### src/rtl/adc_fill_reader.sv
// Consumer of ADC acquisition FIFO fill records: checks sequence/checksum, forwards data bursts.
// Define ADC_FILL_READER_CHECKSUM_EN to build the XOR checksum accumulator and compare.
module adc_fill_reader #(
  parameter int unsigned BURST_CNT_W    = 23,
  parameter int unsigned TIMEOUT_CYCLES = 65535
) (
  input  logic         clk,
  input  logic         reset,
  input  logic         rd_enable,
  input  logic [127:0] in_data,
  input  logic         in_valid,
  output logic         in_ready,
  output logic [127:0] out_data,
  output logic         out_valid,
  input  logic         out_ready,
  output logic [127:0] fill_hdr,
  output logic [127:0] wfm_hdr,
  output logic [23:0]  fill_cnt,
  output logic         fill_done,
  output logic         checksum_err,
  output logic         seq_err,
  output logic         timeout_err,
  output logic         sm_idle
);

  localparam int unsigned TmoW = $clog2(TIMEOUT_CYCLES + 1);

  typedef enum logic [2:0] {
    StIdle,
    StFillHdr,
    StWfmHdr,
    StData,
    StChecksum,
    StDone
  } state_e;

  state_e                 state_q;
  logic [BURST_CNT_W-1:0] burst_q;
  logic [TmoW-1:0]        tmo_q;
  logic                   accept;
  logic                   tmo_active;
  logic                   tmo_hit;

  // Depends only on state and the output register, never on in_valid.
  always_comb begin
    in_ready = 1'b0;
    unique case (state_q)
      StFillHdr, StWfmHdr, StChecksum: in_ready = 1'b1;
      StData:                          in_ready = !out_valid || out_ready;
      default:                         in_ready = 1'b0;
    endcase
  end

  assign accept     = in_valid && in_ready;
  assign tmo_active = (state_q == StWfmHdr) || (state_q == StData) || (state_q == StChecksum);
  // Fires on the edge where the idle count would reach TIMEOUT_CYCLES.
  assign tmo_hit    = tmo_active && !in_valid && (tmo_q == TmoW'(TIMEOUT_CYCLES - 1));

  always_ff @(posedge clk or posedge reset) begin
    if (reset) begin
      state_q     <= StIdle;
      burst_q     <= '0;
      tmo_q       <= '0;
      out_data    <= '0;
      out_valid   <= 1'b0;
      fill_hdr    <= '0;
      wfm_hdr     <= '0;
      fill_cnt    <= '0;
      fill_done   <= 1'b0;
      seq_err     <= 1'b0;
      timeout_err <= 1'b0;
      sm_idle     <= 1'b1;
    end else begin
      fill_done   <= 1'b0;
      seq_err     <= 1'b0;
      timeout_err <= 1'b0;

      if ((state_q == StData) && accept) begin
        out_data  <= in_data;
        out_valid <= 1'b1;
      end else if (out_ready) begin
        out_valid <= 1'b0;
      end

      // Backpressure stalls keep in_valid high, so they never advance the count.
      if (!tmo_active || accept) begin
        tmo_q <= '0;
      end else if (!in_valid) begin
        tmo_q <= tmo_q + 1'b1;
      end

      if (tmo_hit) begin
        timeout_err <= 1'b1;
        state_q     <= StIdle;
        sm_idle     <= 1'b1;
      end else begin
        unique case (state_q)
          StIdle: begin
            if (rd_enable) begin
              state_q <= StFillHdr;
              sm_idle <= 1'b0;
            end
          end
          StFillHdr: begin
            if (accept) begin
              fill_hdr <= in_data;
              seq_err  <= (in_data[23:0] != fill_cnt);
              state_q  <= StWfmHdr;
            end
          end
          StWfmHdr: begin
            if (accept) begin
              wfm_hdr <= in_data;
              burst_q <= in_data[BURST_CNT_W-1:0];
              state_q <= (in_data[BURST_CNT_W-1:0] == '0) ? StChecksum : StData;
            end
          end
          StData: begin
            if (accept) begin
              burst_q <= burst_q - 1'b1;
              if (burst_q == BURST_CNT_W'(1)) begin
                state_q <= StChecksum;
              end
            end
          end
          StChecksum: begin
            if (accept) begin
              fill_done <= 1'b1;
              state_q   <= StDone;
            end
          end
          StDone: begin
            // Resync to the received header so one bad number costs one seq_err only.
            fill_cnt <= fill_hdr[23:0] + 24'd1;
            state_q  <= StIdle;
            sm_idle  <= 1'b1;
          end
          default: begin
            state_q <= StIdle;
            sm_idle <= 1'b1;
          end
        endcase
      end
    end
  end

`ifdef ADC_FILL_READER_CHECKSUM_EN
  logic [127:0] acc_q;

  always_ff @(posedge clk or posedge reset) begin
    if (reset) begin
      acc_q        <= '0;
      checksum_err <= 1'b0;
    end else begin
      checksum_err <= 1'b0;
      if ((state_q == StData) && accept) begin
        acc_q <= acc_q ^ in_data;
      end else if ((state_q == StDone) || tmo_hit) begin
        acc_q <= '0;
      end
      if ((state_q == StChecksum) && accept) begin
        checksum_err <= (in_data != acc_q);
      end
    end
  end
`else
  assign checksum_err = 1'b0;
`endif

endmodule
### config.mk
export PLATFORM = sky130hd
export DESIGN_NAME = adc_fill_reader
export DESIGN_NICKNAME = d
export VERILOG_FILES = /design/src/rtl/adc_fill_reader.sv
export SDC_FILE = /design/constraint.sdc
export NUM_CORES = 1
export LEC_CHECK = 0
export CORE_ASPECT_RATIO = 1.4
export CORE_UTILIZATION = 25
export DETAILED_ROUTE_END_ITERATION = 16
export GPL_TIMING_DRIVEN = 0
export PLACE_DENSITY = 0.46
export SYNTH_ARGS = -nofsm -noshare
export SYNTH_HDL_FRONTEND = slang
export SYNTH_SLANG_ARGS = --single-unit
### constraint.sdc
create_clock -name clk -period 45.2 [get_ports clk]
set_input_delay 9.04 -clock clk [delete_from_list [all_inputs] [get_ports clk]]
set_output_delay 9.04 -clock clk [all_outputs]
set_load 0.02 [all_outputs]
==> results of run 1 <==
==> area by class of cell <==
type | count | area [um2]
clock inverter | 13 | 272
timing repair buffer | 550 | 5580
tap | 952 | 1190
multi-input combinational | 1242 | 6740
fill | 7312 | 46100
inverter | 16 | 67.6
buffer | 92 | 408
clock buffer | 79 | 1480
sequential | 455 | 11400
==> power groups by stage <==
stage / clock network (mW) / registers (mW) / logic [mW]
2_1_floorplan: 0 / 0.894 / 0.280
3_3_place_gp: 0 / 0.701 / 0.984
3_5_place_dp: 0 / 0.706 / 0.990
4_1_cts: 0.460 / 0.703 / 0.993
5_1_grt: 0.474 / 0.726 / 1.04
6_report: 0.446 / 0.701 / 0.976
==> cells in the mapped netlist, drive strengths merged, types with 2 or more instances <==
master | number | area [um2]
nand4 | 14 | 93.8
nor4 | 14 | 103
ha | 5 | 62.6
mux2i | 2 | 20.0
nor4b | 3 | 41.3
mux2 | 151 | 1700
nand3 | 22 | 110
a21oi | 28 | 140
o22ai | 10 | 62.6
inv | 15 | 56.3
o32ai | 3 | 26.3
nor2b | 7 | 43.8
xor2 | 31 | 272
xnor2 | 25 | 219
clkbuf | 71 | 297
and3 | 9 | 56.3
a211oi | 3 | 27.5
nor2 | 36 | 135
nand2 | 755 | 2830
o31ai | 4 | 30.0
nor3b | 3 | 22.5
a21boi | 2 | 15.0
nor3 | 19 | 105
buf | 21 | 110
or2 | 2 | 12.5
o22a | 2 | 18.8
dfrtp | 454 | 11400
o211ai | 2 | 15.0
o21ai | 51 | 255
or4 | 4 | 37.5
and2 | 3 | 20.0
and4 | 3 | 26.3
nand2b | 3 | 18.8
or3 | 3 | 18.8
or3b | 2 | 20.0
a311oi | 6 | 52.6
==> per-stage QoR <==
step | cells | setup WS [ns] | instance area, um2 | util
after floorplan | 1805 | 23.48 | 18600 | -
after global placement | 3303 | 16.89 | 25200 | 0.345
after detailed placement | 3307 | 25.63 | 25400 | 0.347
after CTS | 3399 | 25.62 | 27100 | 0.370
after global routing | 3399 | 25.53 | 27100 | 0.370
final | 3399 | 25.63 | 27100 | 0.370
==> state kept, by name, indices dropped and copies added, names as in the netlist <==
register / flops
state_q: 3
fill_hdr: 128
out_data: 128
fill_cnt: 24
burst_q: 23
out_valid: 1
wfm_hdr: 128
tmo_q: 16
seq_err: 1
sm_idle: 1
timeout_err: 1
fill_done: 1
==> layer usage <==
metal,vias up,wire length (um)
met1,7623,28100
met5,-,13
met3,96,5090
met2,438,37400
met4,2,2250
li1,7096,-
==> how the worst max path moves through the flow <==
stage,from,endpoint,depth (start not counted)
floorplan,reset,burst_q[0],1
global placement,reset,out_data[11],2
detailed placement,out_ready,in_ready,4
CTS,out_ready,in_ready,4
global route,out_ready,in_ready,4
finish,out_ready,in_ready,4
==> cells by family after synthesis <==
family                     Yosys count  share of synthesized area
adders and majority gates            5                    0.00337
DFF                                455                      0.613
muxes                              153                     0.0925
AOI/OAI and AO/OA                  122                     0.0396
xor gates and xnor gates            56                     0.0264
buffers and inverters              108                     0.0251
other                                1                   0.000202
and+or+nand+nor                    905                      0.200
==> worst min-delay path: stages (launching register included) <==
cell     delay, ns
dfrtp_1       0.34
nand2_1       0.05
nand2_1       0.05
==> flow_summary.yaml, run 1 <==
clock_tree:
  cts_buffers: 49
  cts_hold_buf: 0
  h-tree-depth: 2
  cts-root-buf: "clkbuf_16"
  post_cts_buffers: 0
  clock_latency_ns: 0.61
  cts.clk_slew.worst_paths_ns: 0.06
  cts.sinks: 455
  clockBufferDepth: 3
  cts-resized-gates: 0
  cts_tree: "yes"
grt:
  grt_pass1_vias: 16012
  grt_max_degree: 122
  grt.overflow.total: 0
  grt.met2_usage: 0.342
  grt.met1_usage: 0.215
  grt_busiest_layer: "met2"
  met3_usage: 0.0535
  antenna_found_initial: 3
  grt_pass1_wl_um: 108000
  grtUsageTotal: 0.191
setup_path:
  crit_family: "buffers and inverters"
  cp-start-kind: "input pin"
  cp_data_arrival_time_ns: 10.53
  max_stage_delay_ns: 0.64
  end_kind: "output port"
  critPathKind: "in2out"
  cp_max_fo: 3
  cp_common_cell: "clkdlybuf4s50_1"
  reg2reg_depth: 7
  reg2reg_slack_ns: 41.60
  cp_cell_sequence: "clkdlybuf4s50_1 -> and3b_1 -> a21oi_1 -> clkdlybuf4s50_1"
  rr_endpoint: "wfm_hdr[32]"
  r2r_start: "state_q[0]"
  crit_buf_inv: 2
  critPathSlowestCell: "clkdlybuf4s50_1"
  required_ns: 36.16
hold_path:
  min_path_type: "reg2reg"
  holdPathEnd: "out_data[57]"
  whs_path_depth: 2
  hold_start: "out_data[57]"
pwr:
  ir_worst_vdd_mv: 0.0346
  leakagePower_nw: 12.1
  power.share.sequential: 0.330
  powerDensity_nw_per_um2: 78.3
  power_frac_comb: 0.460
  power.internal_mw: 1.29
  p_clk_frac: 0.210
  power_mw: 2.12
  p_sw_frac: 0.392
  switchingPower_uw: 833
detailed_routing:
  drc_errors: 0
  antenna_left: 0
  routed_wl_um: 72900
  via_per_inst: 4.49
  drtIter0Drc: 736
  dr.pass1.iters: 5
  wl_per_cell_um: 21.4
  dr_total_vias: 15255
sta:
  fmax_mhz: 51.1
  rsz0062_at_grt: "false"
  worst_pin_slew_ns: 1.47
  period_minus_slack_ns: 19.57
  min_period_over_period: 0.433
  hold_viol: 0
  setup_viol: 0
  drv_slew: 0
  fin_setup_tns_ns: 0
  whs_ns: 0.471
  slew_headroom: 0.0188
  worst_clock_skew_ns: 0.0191
place:
  dpl.hpwl_um: 53200
  placement.io_buffers: 546
  gp_congestion: 0.823
synth:
  netlist-cell-type-count: 68
  synth_area_um2: 18600
  async_reset_ff_frac: 1.00
  synthCells: 1805
  yosysWarningCount: 0
  ys_ff_latch: 455
  synth_nets: 1943
  syn_avg_cell_area_um2: 10.3
  synth_seq_area_share: 0.613
  synth_edf_count: 0
  synth_ff_type: "dfrtp_1"
floorplanning:
  boundaryPins: 548
  fp.dieH_um: 325
  initial_utilization: 0.254
  num_rows: 117
  die-area_um2: 75500
  chipWidth_um: 232
  core_um2: 73200
run:
  cap_violations: 0
finish:
  layout_commonest_cell: "nand2_1"
  layout_common_cells: "nand2_1, clkdlybuf4s50_1, dfrtp_1"
  area_growth_pct: 45.9
  final_nets: 2544
  num_antenna_cells: 0
  drive_above_1_share: 0.104
run_status:
  outcome: "complete, no violations"
No activity file was read; power rests on OpenSTA's default activity.
==> run 2: changes to the inputs <==
--- a/config.mk
+++ b/config.mk
@@ -9,7 +9,7 @@
 export CORE_UTILIZATION = 25
 export DETAILED_ROUTE_END_ITERATION = 16
 export GPL_TIMING_DRIVEN = 0
-export PLACE_DENSITY = 0.46
+export PLACE_DENSITY = 0.47
 export SYNTH_ARGS = -nofsm -noshare
 export SYNTH_HDL_FRONTEND = slang
 export SYNTH_SLANG_ARGS = --single-unit
==> constraint.sdc (replaced) <==
create_clock -name clk -period 17.3 [get_ports clk]
set_input_delay 3.46 -clock clk [delete_from_list [all_inputs] [get_ports clk]]
set_output_delay 3.46 -clock clk [all_outputs]
set_load 0.02 [all_outputs]
==> run 2 against run 1 <==
  * Power grew to 2.6 times the previous value
  * Register-to-register slack lost 28 ns
  * First-iteration DRC count grew 13%
  * Non-clock buffer count is the same
  * Sequential power grew to 2.6 times the previous value
  * Setup slack lost 17 ns
  * Wire length shrank 1.5%
  * Die area is the same
  * Cell count is essentially flat
  * Critical endpoint unchanged
==> flow_summary.yaml, run 2 (same netlist as run 1, synthesis figures left out) <==
floorplanning:
  chipWidth_um: 232
  num_rows: 117
  die-area_um2: 75500
  core_um2: 73200
  boundaryPins: 548
  fp.dieH_um: 325
  initial_utilization: 0.254
place:
  placement.io_buffers: 546
  dpl.hpwl_um: 52700
  gp_congestion: 0.818
  placed_cell_area_um2: 25400
  placed_cells: 3307
  post-place-ws_ns: 8.86
pwr:
  leakagePower_nw: 12.2
  ir_worst_vdd_mv: 0.0858
  powerDensity_nw_per_um2: 204
setup_path:
  end_kind: "output port"
  cp_data_arrival_time_ns: 5.00
  required_ns: 13.84
  critPathKind: "in2out"
  cp_max_fo: 3
  max_stage_delay_ns: 0.65
  cp-start-kind: "input pin"
  cp_common_cell: "clkdlybuf4s50_1"
  cp_cell_sequence: "clkdlybuf4s50_1 -> and3b_1 -> a21oi_1 -> clkdlybuf4s50_1"
  critPathSlowestCell: "clkdlybuf4s50_1"
finish:
  fin_area_um2: 27200
  top_regs: "fill_hdr (128), out_data (128), wfm_hdr (128)"
  layout_commonest_cell: "nand2_1"
  final_nets: 2545
  drive_above_1_share: 0.109
  regArea_um2: 11400
  multi_input_area_um2: 6740
  area_growth_pct: 46.1
  fill_cells: 7363
  layout_common_cells: "nand2_1, clkdlybuf4s50_1, dfrtp_1"
  fin_cells: 3402
detailed_routing:
  antenna_left: 0
  via_per_inst: 4.49
  dr.pass1.iters: 5
  wl_per_cell_um: 21.1
  drtIter0Drc: 833
  drc_errors: 0
  dr_total_vias: 15263
  routed_wl_um: 71800
clock_tree:
  cts.clk_slew.worst_paths_ns: 0.05
  cts_buffers: 50
  cts-resized-gates: 0
  h-tree-depth: 2
  clockBufferDepth: 3
  clock_latency_ns: 0.61
  cts-root-buf: "clkbuf_16"
  cts_hold_buf: 0
  cts_tree: "yes"
  post_cts_buffers: 0
  cts.sinks: 455
run:
  cap_violations: 0
sta:
  hold_viol: 0
  setup_ws_ns: 8.84
  setup_viol: 0
  whs_ns: 0.473
  rsz0062_at_grt: "false"
  worst_pin_slew_ns: 1.33
  period_minus_slack_ns: 8.46
  fin_setup_tns_ns: 0
  min_period_over_period: 0.489
  worst_clock_skew_ns: 0.0246
  drv_slew: 0
  fmax_mhz: 118
  slew_headroom: 0.114
grt:
  grt_pass1_wl_um: 107000
  grt_max_degree: 123
  grtUsageTotal: 0.189
  grt_pass1_vias: 16072
  antenna_found_initial: 5
  grt.overflow.total: 0
run_status:
  outcome: "complete, no violations"
hold_path:
  min_path_type: "reg2reg"
[run 2: cell count changes in the layout (fill, tap and decap cells not counted), sizes merged]
| cell | previous run | this run |
|---|---|---|
| bufinv | 8 | 4 |
| clkinv | 4 | 7 |
| diode | 0 | 2 |
| inv | 16 | 18 |
| clkbuf | 150 | 149 |
| clkinvlp | 1 | 2 |
[run 2: final cells by class]
cell class              count  area share
flip-flops and latches    455       0.419
multi-input cells        1242       0.248
repair buffers            550       0.205
clock buffers              78      0.0589
well taps                 952      0.0439
plain buffers              92      0.0150
clock inverters            15     0.00705
inverters                  16     0.00249
diodes                      2    0.000184
[run 2: final timing paths]
path / cells past startpoint / startpoint / slack [ns] / to
max in group asynchronous: 4 / reset / 12.61 / wfm_hdr[105]
min reg2reg: 2 / wfm_hdr[105] / 0.47 / wfm_hdr[105]
max: 4 / out_ready / 8.84 / in_ready
min: 2 / wfm_hdr[105] / 0.47 / wfm_hdr[105]
max reg2reg: 7 / state_q[2] / 13.65 / out_data[24]
min in group asynchronous: 2 / reset / 3.24 / out_data[46]
[run 2: critical path, delay by kind of cell]
family          cells  cell delay [ns]
buf+inv             2             1.16
simple gates        1             0.22
compound gates      1             0.15
[run 2: report_power, final]
group	internal, mW	switching (mW)	total (mW)
logic	1.13	1.41	2.54
clock network	0.696	0.466	1.16
registers	1.53	0.302	1.83
[run 2: stage by stage]
stage               power (mW)   util
floorplan                 3.07      -
global placement          4.39  0.345
detailed placement        4.42  0.347
CTS                       5.62  0.371
global route              5.85  0.371
finish                    5.54  0.371
[run 2: metal layers]
metal	track usage	wire length (um)	vias to the layer above
met4	0.0641	2330	0
met2	0.334	36800	472
li1	-	-	7093
met3	0.0515	4890	101
met5	0	0	-
met1	0.217	27800	7597
==> run 3: changes to the inputs <==
--- a/config.mk
+++ b/config.mk
@@ -9,7 +9,7 @@
 export CORE_UTILIZATION = 25
 export DETAILED_ROUTE_END_ITERATION = 16
 export GPL_TIMING_DRIVEN = 0
-export PLACE_DENSITY = 0.47
+export PLACE_DENSITY = 0.46
 export SYNTH_ARGS = -nofsm -noshare
 export SYNTH_HDL_FRONTEND = slang
 export SYNTH_SLANG_ARGS = --single-unit
==> constraint.sdc (replaced) <==
create_clock -name clk -period 8.7 [get_ports clk]
set_input_delay 1.74 -clock clk [delete_from_list [all_inputs] [get_ports clk]]
set_output_delay 1.74 -clock clk [all_outputs]
set_load 0.02 [all_outputs]
==> run 3 against run 2 <==
  * Clock power is 91% higher
  * Via count is 0.41% higher
  * Global-route usage is 0.27 points higher
  * Setup slack worse by 5.1 ns
  * Register-to-register slack worse by 8.5 ns
  * Worst hold slack hardly changed
  * Wire length is 0.75% higher
  * Critical endpoint unchanged
  * Core utilization is 0.13 points higher
  * Largest cell class unchanged
  * Sequential share of layout area is 0.14 points lower
  * Critical path type unchanged
  * Final area is 0.35% higher
==> flow_summary.yaml, run 3 (same netlist as run 1, synthesis figures left out) <==
run_status:
  outcome: "complete, no violations"
sta:
  whs_ns: 0.473
  rsz0062_at_grt: "false"
  hold_viol: 0
  setup_viol: 0
  slew_headroom: 0.187
  drv_slew: 0
  fmax_mhz: 200
  min_period_over_period: 0.575
  period_minus_slack_ns: 5.00
  worst_clock_skew_ns: 0.0254
  worst_pin_slew_ns: 1.22
  fin_setup_tns_ns: 0
  setup_ws_ns: 3.70
detailed_routing:
  dr_total_vias: 15325
  via_per_inst: 4.49
  routed_wl_um: 72300
  antenna_left: 0
  drtIter0Drc: 864
  drc_errors: 0
  dr.pass1.iters: 5
  wl_per_cell_um: 21.2
setup_path:
  max_stage_delay_ns: 0.64
  crit_family: "buffers and inverters"
  crit_buf_inv: 2
  cp_max_fo: 3
  required_ns: 6.96
  end_kind: "output port"
  cp_cell_sequence: "clkdlybuf4s50_1 -> and3b_1 -> a21oi_1 -> clkdlybuf4s50_1"
  cp-start-kind: "input pin"
  cp_common_cell: "clkdlybuf4s50_1"
  critPathSlowestCell: "clkdlybuf4s50_1"
  cp_data_arrival_time_ns: 3.26
  critPathKind: "in2out"
pwr:
  power_mw: 10.9
  powerDensity_nw_per_um2: 401
  leakagePower_nw: 12.2
  ir_worst_vdd_mv: 0.192
finish:
  area_growth_pct: 46.6
  top_regs: "fill_hdr (128), out_data (128), wfm_hdr (128)"
  fin_cells: 3415
  drive_above_1_share: 0.111
  postLayoutCoreUtil: 0.372
  fin_area_um2: 27300
  final_nets: 2557
  layout_commonest_cell: "nand2_1"
  layout_common_cells: "nand2_1, clkdlybuf4s50_1, dfrtp_1"
place:
  placed_cells: 3317
  dpl.hpwl_um: 54000
  placement.io_buffers: 546
  placed_cell_area_um2: 25500
  post-place-ws_ns: 2.71
  gp_congestion: 0.816
clock_tree:
  cts-resized-gates: 0
  cts.sinks: 455
  post_cts_buffers: 0
  h-tree-depth: 2
  cts_buffers: 52
  clock_latency_ns: 0.62
  cts_hold_buf: 0
  cts_tree: "yes"
  cts.clk_slew.worst_paths_ns: 0.06
  cts-root-buf: "clkbuf_16"
  clockBufferDepth: 3
floorplanning:
  chipWidth_um: 232
  boundaryPins: 548
  core_um2: 73200
  initial_utilization: 0.254
  fp.dieH_um: 325
  die-area_um2: 75500
  num_rows: 117
grt:
  grt_pass1_vias: 16198
  grt_pass1_wl_um: 108000
  grt.overflow.total: 0
  grt_max_degree: 41
  antenna_found_initial: 5
  grtUsageTotal: 0.192
run:
  cap_violations: 0
hold_path:
  min_path_type: "reg2reg"
==> run 3: worst paths after layout <==
kind	slack, ns	depth (start not counted)	endpoint	startpoint
max in group asynchronous	5.50	7	out_data[106]	reset
min in group asynchronous	1.56	2	wfm_hdr[28]	reset
hold / removal	0.47	2	out_data[25]	out_data[25]
setup / recovery	3.70	4	in_ready	out_ready
setup reg to reg	5.11	6	fill_hdr[0]	state_q[0]
hold reg to reg	0.47	2	out_data[25]	out_data[25]
==> run 3: cell type report <==
cell class	count	area (um2)
Inverter	16	63.8
Tap cell	952	1190
Sequential cell	455	11400
Antenna cell	3	7.51
Timing Repair Buffer	560	5750
Clock inverter	20	180
Clock buffer	75	1530
Buffer	92	407
Fill cell	7366	45900
Multi-Input combinational cell	1242	6740
==> run 3: power by group <==
group	internal, mW	switching, mW	leakage [nW]
sequential	3.04	0.612	5.62
clock	1.28	0.933	0.854
combinational	2.27	2.79	5.72
total	6.60	4.34	12.2
==> run 3: worst min-delay path, stage by stage, from the launching register on <==
cell and delay, ns:
dfrtp_1 0.34, nand2_1 0.05, nand2_1 0.05
==> run 3: per-layer routing <==
layer,track usage,vias up,wire (um),part of all wire
li1,-,7139,-,-
met1,0.218,7576,27600,0.38
met2,0.336,507,36700,0.51
met3,0.0553,103,5520,0.076
met4,0.0699,0,2440,0.034
met5,0,-,0,0
